==> config.mk <==
export PLATFORM = sky130hd
export DESIGN_NAME = conv_coeff_ctrl
export DESIGN_NICKNAME = d
export VERILOG_FILES = /design/src/rtl/conv_pkg.sv /design/src/rtl/conv_vs_edge.sv /design/src/rtl/conv_coeff_ctrl.sv
export SDC_FILE = /design/constraint.sdc
export NUM_CORES = 1
export LEC_CHECK = 0
export ABC_AREA = 1
export BUFFER_PORTS_ARGS = -buffer_cell sky130_fd_sc_hd__buf_2
export CAP_MARGIN = 10
export CORE_ASPECT_RATIO = 0.9
export CORE_MARGIN = 2
export CORE_UTILIZATION = 27
export DETAILED_ROUTE_END_ITERATION = 8
export MAX_ROUTING_LAYER = met4
export PLACE_DENSITY_LB_ADDON = 0.15
export SETUP_SLACK_MARGIN = 0.15
export SLEW_MARGIN = 0
export SYNTH_ARGS = -nofsm -noshare
export SYNTH_HDL_FRONTEND = slang
export SYNTH_SLANG_ARGS = --single-unit
==> constraint.sdc <==
create_clock -name clk -period 2.33 [get_ports clk]
set_input_delay 0.3495 -clock clk [delete_from_list [all_inputs] [get_ports clk]]
set_output_delay 0.3495 -clock clk [all_outputs]
set_load 0.05 [all_outputs]
==> src/rtl/conv_pkg.sv <==
`default_nettype none
// ============================================================================
//  Module      : conv_pkg
//  Description : Shared constants, state type and identity-kernel builder for
//                the 5x5 convolution filter blocks.
//  Revision    : 1.0 - initial release
// ============================================================================
package conv_pkg;

    localparam int COEFF_W    = 18;  // coefficient width, matches DSP B port
    localparam int NTAPS      = 25;  // 5x5 kernel
    localparam int CENTER_TAP = 12;  // row-major centre of the 5x5 kernel
    localparam int COEFF_FRAC = 8;   // fractional bits of each coefficient
    localparam int KERNEL_W   = NTAPS * COEFF_W;

    // Unity gain in the coefficient's fixed-point format
    localparam logic [COEFF_W-1:0] IDENTITY_CENTER = COEFF_W'(1) << COEFF_FRAC;

    // Coefficient bank control states
    typedef enum logic [0:0] {
        IDLE    = 1'b0,
        PENDING = 1'b1
    } state_t;

    // Pass-through kernel: centre tap at unity, all other taps zero
    function automatic logic [KERNEL_W-1:0] identity_kernel();
        logic [KERNEL_W-1:0] v;
        v = '0;
        v[CENTER_TAP*COEFF_W +: COEFF_W] = IDENTITY_CENTER;
        return v;
    endfunction

endpackage
`default_nettype wire

==> src/rtl/conv_vs_edge.sv <==
`default_nettype none
// ============================================================================
//  Module      : conv_vs_edge
//  Description : Vertical sync register and rising-edge detector.
//  Revision    : 1.0 - initial release
// ============================================================================
module conv_vs_edge (
    input  logic clk,
    input  logic rst,
    input  logic vs,
    output logic vs_rise
);

    logic r_vs_q;

    // Previous-cycle copy of vsync for edge detection
    always_ff @(posedge clk) begin
        if (rst) begin
            r_vs_q <= 1'b0;
        end else begin
            r_vs_q <= vs;
        end
    end

    assign vs_rise = vs & ~r_vs_q;

endmodule
`default_nettype wire

==> src/rtl/conv_coeff_ctrl.sv <==
`default_nettype none
// ============================================================================
//  Module      : conv_coeff_ctrl
//  Description : Shadow/active coefficient banks for the 5x5 convolution
//                filter. A commit copies the shadow bank into the active bank
//                on the next vsync rising edge so no frame sees a mixed kernel.
//  Revision    : 1.0 - initial release
// ============================================================================
module conv_coeff_ctrl
    import conv_pkg::*;
(
    input  logic                    clk,
    input  logic                    rst,
    input  logic                    vs,
    input  logic                    wr_en,
    input  logic [4:0]              wr_addr,
    input  logic [COEFF_W-1:0]      wr_data,
    output logic                    wr_err,
    input  logic [4:0]              rd_addr,
    output logic [COEFF_W-1:0]      rd_data,
    input  logic                    commit_req,
    output logic                    pending,
    output logic                    commit_ack,
    output logic [KERNEL_W-1:0]     coeff_o
);

    localparam logic [4:0]          c_ntaps    = 5'(NTAPS);
    localparam logic [KERNEL_W-1:0] c_identity = identity_kernel();

    logic                 w_vs_rise;
    state_t               r_state;
    state_t               w_state_nxt;
    logic                 w_apply;
    logic                 w_wr_ok;
    logic                 w_wr_bad;
    logic [COEFF_W-1:0]   r_shadow [NTAPS];
    logic [KERNEL_W-1:0]  w_shadow_flat;
    logic [KERNEL_W-1:0]  r_active;
    logic [COEFF_W-1:0]   r_rd_data;
    logic                 r_wr_err;
    logic                 r_commit_ack;

    conv_vs_edge u_vs_edge (
        .clk     (clk),
        .rst     (rst),
        .vs      (vs),
        .vs_rise (w_vs_rise)
    );

    // Flatten the shadow array so the active bank can load it in one cycle
    generate
        for (genvar k = 0; k < NTAPS; k++) begin : g_pack
            assign w_shadow_flat[k*COEFF_W +: COEFF_W] = r_shadow[k];
        end
    endgenerate

    // Commit state register
    always_ff @(posedge clk) begin
        if (rst) begin
            r_state <= IDLE;
        end else begin
            r_state <= w_state_nxt;
        end
    end

    // Next state, write qualification and bank-apply decode
    always_comb begin
        w_state_nxt = r_state;
        w_apply     = 1'b0;
        w_wr_ok     = 1'b0;
        w_wr_bad    = 1'b0;
        case (r_state)
            IDLE: begin
                // An edge coinciding with the request is too late to use
                if (commit_req) begin
                    w_state_nxt = PENDING;
                end
                if (wr_en) begin
                    if (wr_addr < c_ntaps) begin
                        w_wr_ok = 1'b1;
                    end else begin
                        w_wr_bad = 1'b1;
                    end
                end
            end
            PENDING: begin
                // Shadow is frozen while a commit waits, including the apply cycle
                w_wr_bad = wr_en;
                if (w_vs_rise) begin
                    w_state_nxt = IDLE;
                    w_apply     = 1'b1;
                end
            end
            default: begin
                w_state_nxt = IDLE;
            end
        endcase
    end

    // Shadow bank writes
    always_ff @(posedge clk) begin
        if (rst) begin
            for (int k = 0; k < NTAPS; k++) begin
                r_shadow[k] <= c_identity[k*COEFF_W +: COEFF_W];
            end
        end else if (w_wr_ok) begin
            r_shadow[wr_addr] <= wr_data;
        end
    end

    // Active bank loads the whole shadow bank on the vsync edge
    always_ff @(posedge clk) begin
        if (rst) begin
            r_active <= c_identity;
        end else if (w_apply) begin
            r_active <= w_shadow_flat;
        end
    end

    // Registered readback, status pulses
    always_ff @(posedge clk) begin
        if (rst) begin
            r_rd_data    <= '0;
            r_wr_err     <= 1'b0;
            r_commit_ack <= 1'b0;
        end else begin
            r_rd_data    <= (rd_addr < c_ntaps) ? r_shadow[rd_addr] : '0;
            r_wr_err     <= w_wr_bad;
            r_commit_ack <= w_apply;
        end
    end

    assign rd_data    = r_rd_data;
    assign wr_err     = r_wr_err;
    assign commit_ack = r_commit_ack;
    assign pending    = (r_state == PENDING);
    assign coeff_o    = r_active;

endmodule
`default_nettype wire

==> flow_summary.json <==
{
  "status": "finished clean",
  "finalSetupTns_ps": 0,
  "skew_ps": 34.4,
  "crit_path_end": "rd_data[12]",
  "period_needed_ps": 1970,
  "endpoint_kind": "output port",
  "met2_usage": 0.340,
  "final_cells": 6357,
  "fmax_mhz": 508,
  "dieArea_um2": 148000,
  "core_um2": 144000,
  "synth_cell_types": 24,
  "powerDensity_nw_per_um2": 870,
  "ys_seq_area_frac": 0.683,
  "grt_pass1_vias": 28500,
  "ios": 504,
  "fin_crit_sh": 0.844,
  "max_stage_delay_ps": 530,
  "crit_type": "flop to output port",
  "die_x_um": 406,
  "startpoint_type": "flop",
  "grt_setup_unrepaired": "false",
  "drt-pass1-iter-count": 6,
  "maxSlewHeadroom": 0.413,
  "r2r-start": "pending$_SDFF_PP0_",
  "vias": 30200,
  "cts_sinks": 1048,
  "drt-total-wl_um": 163000,
  "busiest_layer": "met2",
  "crit_path_top_delay_cell": "dfxtp_1",
  "finalSetupViolations": 0,
  "yosysWarnings": 0,
  "seq_area_um2": 26700,
  "crit_required_ps": 1980,
  "post-dp-hpwl_um": 116000,
  "cts_resized": 0,
  "slew_violations": 0,
  "final_cell_mix": "nand2_1 (799), edfxtp_1 (576), buf_2 (501)",
  "grtUsageTotal": 0.220,
  "wl_per_cell_um": 25.7,
  "grt_pass1_wl_um": 223000,
  "rrSetupSlack_ps": 370,
  "startpoint": "rd_data[12]$_SDFF_PP0_",
  "clk_latency_ps": 750,
  "clockBufferDepth": 3,
  "path_delay_family": "flip-flops",
  "worstPathCellList": "buf_2",
  "numCtsBuffers": 114,
  "postLayoutCoreUtil": 0.348,
  "crit_fanout": 1,
  "fp.dieH_um": 365,
  "maxCapViolCount": 0,
  "cellLeakagePower_nw": 21.4,
  "path_buf_inv": 1,
  "synth.avg_cell_area_um2": 10.8,
  "postCtsSetupBuffers": 0,
  "cts_hold_buf": 21,
  "multiInputGateArea_um2": 11600,
  "netlist_instances": 3631,
  "holdWs_ps": 147,
  "grt-ovfl-total": 0,
  "ir_drop_mv": 0.593,
  "reg2reg_depth": 7,
  "drive_above_1_share": 0.207,
  "final_common_cell": "nand2_1",
  "antenna_found_initial": 25,
  "ys_seq_elements": 1048,
  "initial_utilization": 0.272,
  "row_count": 132,
  "drt_iter0_markers": 3324,
  "nNetsFinal": 4333,
  "cts_tree": "done",
  "drtAntennaViolNets": 0,
  "path_depth": 1,
  "worst_slew_pin_slew_ps": 879,
  "nFillCells": 14700,
  "clk_pin_slew_ps": 60,
  "dp_cells": 6106,
  "htreeDepth": 3,
  "reg2reg_to": "coeff_o[436]$_SDFFE_PP0P_",
  "port_buffers": 503,
  "globalplace.congestion": 0.855,
  "grt_use_met3": 0.0366,
  "finalHoldViolCount": 0,
  "cp_data_arrival_time_ps": 1620,
  "post-route-drc-count": 0,
  "avgViaCountPerCell": 4.75,
  "synth_area_um2": 39200,
  "hp-class": "input port to flop",
  "root_buffer": "clkbuf_16",
  "grt_max_degree": 80,
  "met1_usage": 0.306,
  "areaGrowthSynthToFinish_pct": 28.0
}
kinds of logic (layout without fill, tap and decap cells):
kind of cell / Yosys count / after routing / share of synthesized area
compound gates: 601 / 601 / 0.115
buf+inv: 364 / 1007 / 0.0352
flops: 1048 / 1048 / 0.683
other cells: 1 / 141 / 0.0000957
simple gates: 1617 / 1617 / 0.167
registers in the layout, summed over array words and instances (netlist names):
signal / count
u_vs_edge.r_vs_q: 1
r_shadow: 576
rd_data: 18
coeff_o: 450
pending: 1
wr_err: 1
commit_ack: 1
worst register-to-register path: cells and delay by family, from the launching register on:
kind	cells	cell delay, ps
compound gates	1	160
buf+inv	4	750
flops	1	340
simple gates	2	630
stage by stage:
stage | area [µm²] | worst slack [ps] | total power (W)
floorplan | 39700 | 21.1 | 0.0232
global placement | 46000 | -38.6 | 0.0252
detailed placement | 46000 | -12.0 | 0.0252
CTS | 50100 | 307 | 0.0441
global route | 50100 | 238 | 0.0451
finish | 50100 | 362 | 0.0436
where the power goes:
group	switching, W	internal (W)	total (W)	leakage [nW]
registers	0.000575	0.0202	0.0208	9.61
clock network	0.00782	0.0110	0.0188	1.94
logic	0.00299	0.00101	0.00400	9.88
total	0.0114	0.0322	0.0436	21.4
synth_stat cells:
cell	instances	area [µm²]
nand3_4	1	17.5
clkinv_1	22	82.6
nor3_1	7	35.0
nor3_4	1	16.3
buf_2	9	45.0
buf_1	29	109
nand2_1	822	3090
nand3_1	285	1430
dfxtp_1	472	9450
conb_1	1	3.75
edfxtp_1	576	17300
nand2_4	6	67.6
nand4_1	1	6.26
o22a_1	1	8.76
nor2_1	491	1840
nand3_2	1	10.0
a22o_1	401	3510
a21oi_1	102	510
o21ai_0	96	480
nor3_2	2	20.0
inv_2	7	26.3
a21boi_0	1	7.51
clkbuf_1	238	893
inv_1	59	221
worst min-delay path by stage:
stage / from / endpoint / slack [ps] / cells past startpoint
2_1_floorplan: rst / u_vs_edge.r_vs_q$_SDFF_PP0_ / 420 / 1
3_3_place_gp: coeff_o[85]$_SDFFE_PP0P_ / coeff_o[85]$_SDFFE_PP0P_ / 440 / 2
3_5_place_dp: coeff_o[292]$_SDFFE_PP0P_ / coeff_o[292]$_SDFFE_PP0P_ / 440 / 2
4_1_cts: wr_addr[4] / wr_err$_SDFF_PP0_ / 60 / 4
5_1_grt: wr_addr[4] / wr_err$_SDFF_PP0_ / 120 / 4
6_report: wr_addr[4] / wr_err$_SDFF_PP0_ / 150 / 4
routing by layer:
metal  wire, µm  part of all wire
met5          0                 0
met4       2910             0.018
met3      10900             0.067
met2      74900              0.46
met1      74600              0.46
area by class of cell:
| cell class | count | area share |
|---|---|---|
| clock buffer | 172 | 0.0693 |
| sequential | 1048 | 0.534 |
| tap | 1943 | 0.0485 |
| antenna | 15 | 0.000749 |
| multi-input combinational | 2344 | 0.232 |
| timing repair buffer | 704 | 0.101 |
| clock inverter | 43 | 0.00856 |
| inverter | 88 | 0.00684 |
(Power assumes the default switching activity.)
